File: src/rtl/operand_fetch_stage.sv
// Operand fetch stage: sits between the register file read ports and execute.
// Latches the decoded instruction and its two resolved source operands into
// the ID/EX pipeline register. RAW hazards are resolved by forwarding from
// the execute result and from the register-file write port. A load-use hazard
// that forwarding cannot cover holds off decode for that cycle.
//
// Ports:
//   clk, rst_n                 clock, asynchronous active-low reset
//   in_valid / in_ready        upstream handshake (in_ready is combinational)
//   in_addrA/B/D, in_useA/B,
//   in_wr, in_is_load, in_opc  decoded instruction fields
//   rf_data_a/b                register file read data
//   ex_fwd_*, ex_is_load       execute-stage forward source and load flag
//   wb_wrt, wb_addrD, wb_d     register file write port (forward source)
//   flush                      synchronous pipeline kill
//   out_valid / out_ready      downstream handshake
//   out_opA/B, out_addrD,
//   out_wr, out_is_load,
//   out_opc                    ID/EX register contents
//   stall_cnt                  saturating count of hazard-stall cycles
module operand_fetch_stage #(
  parameter int unsigned DATA_W = 32,
  parameter int unsigned ADDR_W = 5,
  parameter int unsigned OPC_W  = 7,
  parameter int unsigned CNT_W  = 16
) (
  input  logic              clk,
  input  logic              rst_n,
  // upstream (decode)
  input  logic              in_valid,
  output logic              in_ready,
  input  logic [ADDR_W-1:0] in_addrA,
  input  logic [ADDR_W-1:0] in_addrB,
  input  logic [ADDR_W-1:0] in_addrD,
  input  logic              in_useA,
  input  logic              in_useB,
  input  logic              in_wr,
  input  logic              in_is_load,
  input  logic [OPC_W-1:0]  in_opc,
  // register file read data
  input  logic [DATA_W-1:0] rf_data_a,
  input  logic [DATA_W-1:0] rf_data_b,
  // execute-stage forward
  input  logic              ex_fwd_valid,
  input  logic [ADDR_W-1:0] ex_fwd_addr,
  input  logic [DATA_W-1:0] ex_fwd_data,
  input  logic              ex_is_load,
  // register file write port
  input  logic              wb_wrt,
  input  logic [ADDR_W-1:0] wb_addrD,
  input  logic [DATA_W-1:0] wb_d,
  // control
  input  logic              flush,
  // downstream (execute)
  output logic              out_valid,
  input  logic              out_ready,
  output logic [DATA_W-1:0] out_opA,
  output logic [DATA_W-1:0] out_opB,
  output logic [ADDR_W-1:0] out_addrD,
  output logic              out_wr,
  output logic              out_is_load,
  output logic [OPC_W-1:0]  out_opc,
  output logic [CNT_W-1:0]  stall_cnt
);

  localparam logic [CNT_W-1:0] CNT_MAX = {CNT_W{1'b1}};

  // ID/EX payload carried as one bundle so load/hold is a single assignment.
  typedef struct packed {
    logic [DATA_W-1:0] op_a;
    logic [DATA_W-1:0] op_b;
    logic [ADDR_W-1:0] addr_d;
    logic              wr;
    logic              is_load;
    logic [OPC_W-1:0]  opc;
  } idex_t;

  // ---------------------------------------------------------------------------
  // State
  // ---------------------------------------------------------------------------
  logic             valid_q, valid_d;
  idex_t            pay_q, pay_d;
  logic [CNT_W-1:0] cnt_q, cnt_d;

  // ---------------------------------------------------------------------------
  // Hazard detection and handshake
  // ---------------------------------------------------------------------------
  logic haz_c;
  logic match_a_c;
  logic match_b_c;
  logic accept_c;

  // Load-use: a used source names the load destination currently in execute.
  always_comb begin
    match_a_c = in_useA & (in_addrA == ex_fwd_addr);
    match_b_c = in_useB & (in_addrB == ex_fwd_addr);
    haz_c     = in_valid & ex_is_load & (match_a_c | match_b_c);
  end

  // in_ready is forced low while reset is asserted.
  always_comb begin
    in_ready = rst_n & ~haz_c & (~valid_q | out_ready);
    accept_c = in_valid & in_ready;
  end

  // ---------------------------------------------------------------------------
  // Operand selection: execute forward > write-port forward > register file.
  // A load in execute has no result yet, so it never forwards.
  // ---------------------------------------------------------------------------
  logic              ex_fwd_ok_c;
  logic [DATA_W-1:0] sel_a_c;
  logic [DATA_W-1:0] sel_b_c;

  always_comb begin
    ex_fwd_ok_c = ex_fwd_valid & ~ex_is_load;
  end

  always_comb begin
    sel_a_c = rf_data_a;
    if (ex_fwd_ok_c && (ex_fwd_addr == in_addrA)) begin
      sel_a_c = ex_fwd_data;
    end else if (wb_wrt && (wb_addrD == in_addrA)) begin
      sel_a_c = wb_d;
    end
  end

  always_comb begin
    sel_b_c = rf_data_b;
    if (ex_fwd_ok_c && (ex_fwd_addr == in_addrB)) begin
      sel_b_c = ex_fwd_data;
    end else if (wb_wrt && (wb_addrD == in_addrB)) begin
      sel_b_c = wb_d;
    end
  end

  // ---------------------------------------------------------------------------
  // ID/EX register next state
  // Flush kills the slot (and any simultaneous accept) but leaves data fields
  // untouched; a drained slot with no new instruction becomes a bubble.
  // ---------------------------------------------------------------------------
  always_comb begin
    valid_d = valid_q;
    pay_d   = pay_q;
    if (flush) begin
      valid_d = 1'b0;
    end else if (accept_c) begin
      valid_d        = 1'b1;
      pay_d.op_a     = sel_a_c;
      pay_d.op_b     = sel_b_c;
      pay_d.addr_d   = in_addrD;
      pay_d.wr       = in_wr;
      pay_d.is_load  = in_is_load;
      pay_d.opc      = in_opc;
    end else if (valid_q && out_ready) begin
      valid_d = 1'b0;
    end
  end

  // Stall counter: one count per hazard cycle, saturating, cleared by reset only.
  always_comb begin
    cnt_d = cnt_q;
    if (haz_c && (cnt_q != CNT_MAX)) begin
      cnt_d = cnt_q + CNT_W'(1);
    end
  end

  // ---------------------------------------------------------------------------
  // Registers
  // ---------------------------------------------------------------------------
  always_ff @(posedge clk or negedge rst_n) begin
    if (!rst_n) begin
      valid_q <= 1'b0;
      pay_q   <= '0;
      cnt_q   <= '0;
    end else begin
      valid_q <= valid_d;
      pay_q   <= pay_d;
      cnt_q   <= cnt_d;
    end
  end

  // ---------------------------------------------------------------------------
  // Outputs
  // ---------------------------------------------------------------------------
  always_comb begin
    out_valid   = valid_q;
    out_opA     = pay_q.op_a;
    out_opB     = pay_q.op_b;
    out_addrD   = pay_q.addr_d;
    out_wr      = pay_q.wr;
    out_is_load = pay_q.is_load;
    out_opc     = pay_q.opc;
    stall_cnt   = cnt_q;
  end

endmodule

File: config.mk
export PLATFORM = sky130hd
export DESIGN_NAME = operand_fetch_stage
export DESIGN_NICKNAME = d
export VERILOG_FILES = /design/src/rtl/operand_fetch_stage.sv
export SDC_FILE = /design/constraint.sdc
export NUM_CORES = 1
export LEC_CHECK = 0
export ABC_AREA = 1
export CAP_MARGIN = 25
export CORE_ASPECT_RATIO = 1.1
export CORE_MARGIN = 2
export CORE_UTILIZATION = 47
export DETAILED_ROUTE_END_ITERATION = 16
export DONT_BUFFER_PORTS = 1
export SLEW_MARGIN = 20
export SYNTH_ARGS = -nofsm -noshare
export SYNTH_HDL_FRONTEND = slang
export SYNTH_SLANG_ARGS = --single-unit
File: constraint.sdc
create_clock -name clk -period 2.95 [get_ports clk]
set_input_delay 0.295 -clock clk [delete_from_list [all_inputs] [get_ports clk]]
set_output_delay 0.295 -clock clk [all_outputs]
set_load 0.02 [all_outputs]
==> impl_metrics.tcl <==
set metrics [dict create \
    holdWs_ns 0.0241 \
    drt_iter0_drc 669 \
    hold_viol 0 \
    die_x_um 118 \
    yosysTopAreaCell "dfrtp_1" \
    rsz0062_at_grt "false" \
    die_y_um 129 \
    cts_hold_buf 2 \
    hpwl_um 15700 \
    finalCritPeriodShare_pct 79.9 \
    cap_violations 0 \
    place_ws_ns 0.628 \
    cts_buffer_depth 2 \
    synth-seq-cells 95 \
    viasPerCell 5.93 \
    syn_nets 1202 \
    fmax_ghz 0.425 \
    synth-seq-area-share_pct 35.6 \
    start_util_pct 48.3 \
    fill_cells 1470 \
    outcome "finished clean" \
    io_pins 268 \
    cts-buffers-inserted 9 \
    final_layout_size_suffix_gt1_share_pct 6.09 \
    cp-start-kind "flop" \
    post_drt_wl_per_cell_um 19.8 \
    multi_input_area_um2 3490 \
    post_cts_resized 0 \
    postRouteAntennaNets 0 \
    max_slew_margin_pct 43.5 \
    wl_met1_um 9320 \
    setup_viol 0 \
    register_area_um2 2380 \
    dr.pass1.iters 5 \
    ys_top_cells_by_area "dfrtp_1 (36%), nand2_1 (22%), nand4_1 (17%)" \
    setup_ws_ns 0.594 \
    cts_tree "yes" \
    worstMarginPinSlew_ns 0.847 \
    grt_pass1_vias 6441 \
    clkTransAtPathRegs_ns 0.07 \
    fin_crit_ns 2.36 \
    worstHoldStart "flush" \
    gp_congestion 0.923 \
    routed.top_layer "met4" \
    slew_viol_final 0 \
    h-tree-depth 3 \
    grt_max_degree 96 \
    remaining_drc_errors 0 \
    yosys_most_used_dff "dfrtp_1" \
    ys_warn_count 0 \
    clk_latency_ns 0.36 \
    syn_inst 1029 \
    wl_met3_um 2520 \
    antenna_found_initial 0 \
    core_um2 13900 \
    post-route-util_pct 51.2 \
    cts_root_buffer "clkbuf_16" \
    dieArea_um2 15200 \
    rows 45 \
    ys_async_sr_fraction_pct 100 \
    yosys.cell_types.count 27 \
    crit_path_start "stall_cnt[0]$_DFFE_PN0P_" \
    finClkSkew_ns 0.00561 \
    worst-setup-path-type "flop to flop" \
    synth_area_um2 6690 \
    synth_commonest_cells "nand2_1 (383), nand4_1 (180), inv_1 (119)" \
    cts.sinks 95 \
    power_density_nw_per_um2 548 \
    syn_area_per_cell_um2 6.50 \
    yosysTopAreaCellShare_pct 35.6 \
    cts_setup_buffers 0 \
    ir_drop_mv 0.306 \
    hold_path.class "primary input to flop" \
    worstSetupEndpointType "flop" \
    cp.required_ns 3.20 \
    port_buffers 0 \
    drt-total-wl_um 23300 \
    rr_startpoint "stall_cnt[0]$_DFFE_PN0P_" \
    n_antenna_cell 0 \
    grt_first_pass_wirelength_um 36000 \
    worstPathArrival_ns 2.61 \
    area_growth_pct 6.01 \
    grt.overflow.total 0 \
    fin_setup_tns_ns 0 \
    synth_most_common_cell "nand2_1" \
    vias 6951 \
    cp_max_fo 17 \
    grt_usage_pct 29.7 \
    met2_length_um 10700 \
    synth_edf_count 0 \
    leakage_uw 0.00391 \
    nets 1153 \
]
[final cells by class]
class	instances	share of cell area (%)
clock inverters	6	1.06
repair buffers	22	2.82
inverters	127	6.73
clock buffers	10	3.23
flip-flops and latches	95	33.5
well taps	188	3.32
multi-input cells	725	49.3
[metrics by stage]
step | area (um2) | instances | total power, uW
after floorplan | 6690 | 1029 | 2450
after global placement | 6750 | 1155 | 2620
after detailed placement | 6750 | 1155 | 2630
after CTS | 7090 | 1173 | 3900
after global routing | 7090 | 1173 | 4070
final | 7090 | 1173 | 3880
[final timing paths]
check                      cells after the start  slack [ns]                   endpoint
setup / recovery                              10        0.59  stall_cnt[12]$_DFFE_PN0P_
hold / removal                                 1        0.02      out_valid$_DFFE_PN0P_
setup reg to reg                              10        0.59  stall_cnt[12]$_DFFE_PN0P_
hold reg to reg                                2        0.63    out_opA[18]$_DFFE_PN0P_
max in group asynchronous                      2        2.01    out_opB[13]$_DFFE_PN0P_
min in group asynchronous                      2        0.57    out_opA[30]$_DFFE_PN0P_
[metal layers]
metal	track usage, %	up-vias
li1	-	3297
met1	38.1	3206
met2	46.4	400
met3	10.2	48
met4	11.8	0
met5	0	-
[kinds of logic (layout without fill, tap and decap cells)]
group / Yosys count / after routing / share of synthesized area, %
simple gates: 703 / 703 / 49.1
flops: 95 / 95 / 35.6
compound gates: 8 / 8 / 0.767
fa+ha+maj: 1 / 1 / 0.187
buf+inv: 209 / 165 / 12.7
xor+xnor: 13 / 13 / 1.70
[report_power, final]
part           internal (uW)  switching [uW]
sequential              1510             464
combinational            219             451
clock                    672             564
[layout by cell type (no fill, tap or decap), types with 2 or more instances in the layout]
cell and instances:
dfrtp_1 95, o21ai_0 4, buf_4 19, inv_2 8, inv_6 2, nand3_1 106, nand3_2 2, nor3_1 2
xor2_1 3, inv_1 119, clkbuf_16 9, o21ai_1 3, nand4_1 180, nand2_1 383, xnor2_1 10, nand3b_1 3
nor2_1 12, nor2_4 3, nor2_2 8
[flip-flops by register name, indices dropped and copies added, names as in the netlist]
name,flops
out_is_load,1
out_wr,1
out_valid,1
stall_cnt,16
out_opc,7
out_addrD,5
out_opB,32
out_opA,32
[worst max-delay path, stage by stage, from the launching register on]
cell and delay (ns):
dfrtp_1 0.54, ha_1 0.27, nand3_2 0.14, nor2_4 0.16, nand2_1 0.09, nor2_2 0.14
nand4_1 0.15, nand3_2 0.35, inv_2 0.21, nand3b_1 0.13, nand2_1 0.06
Power figures use the tool's default switching activity.
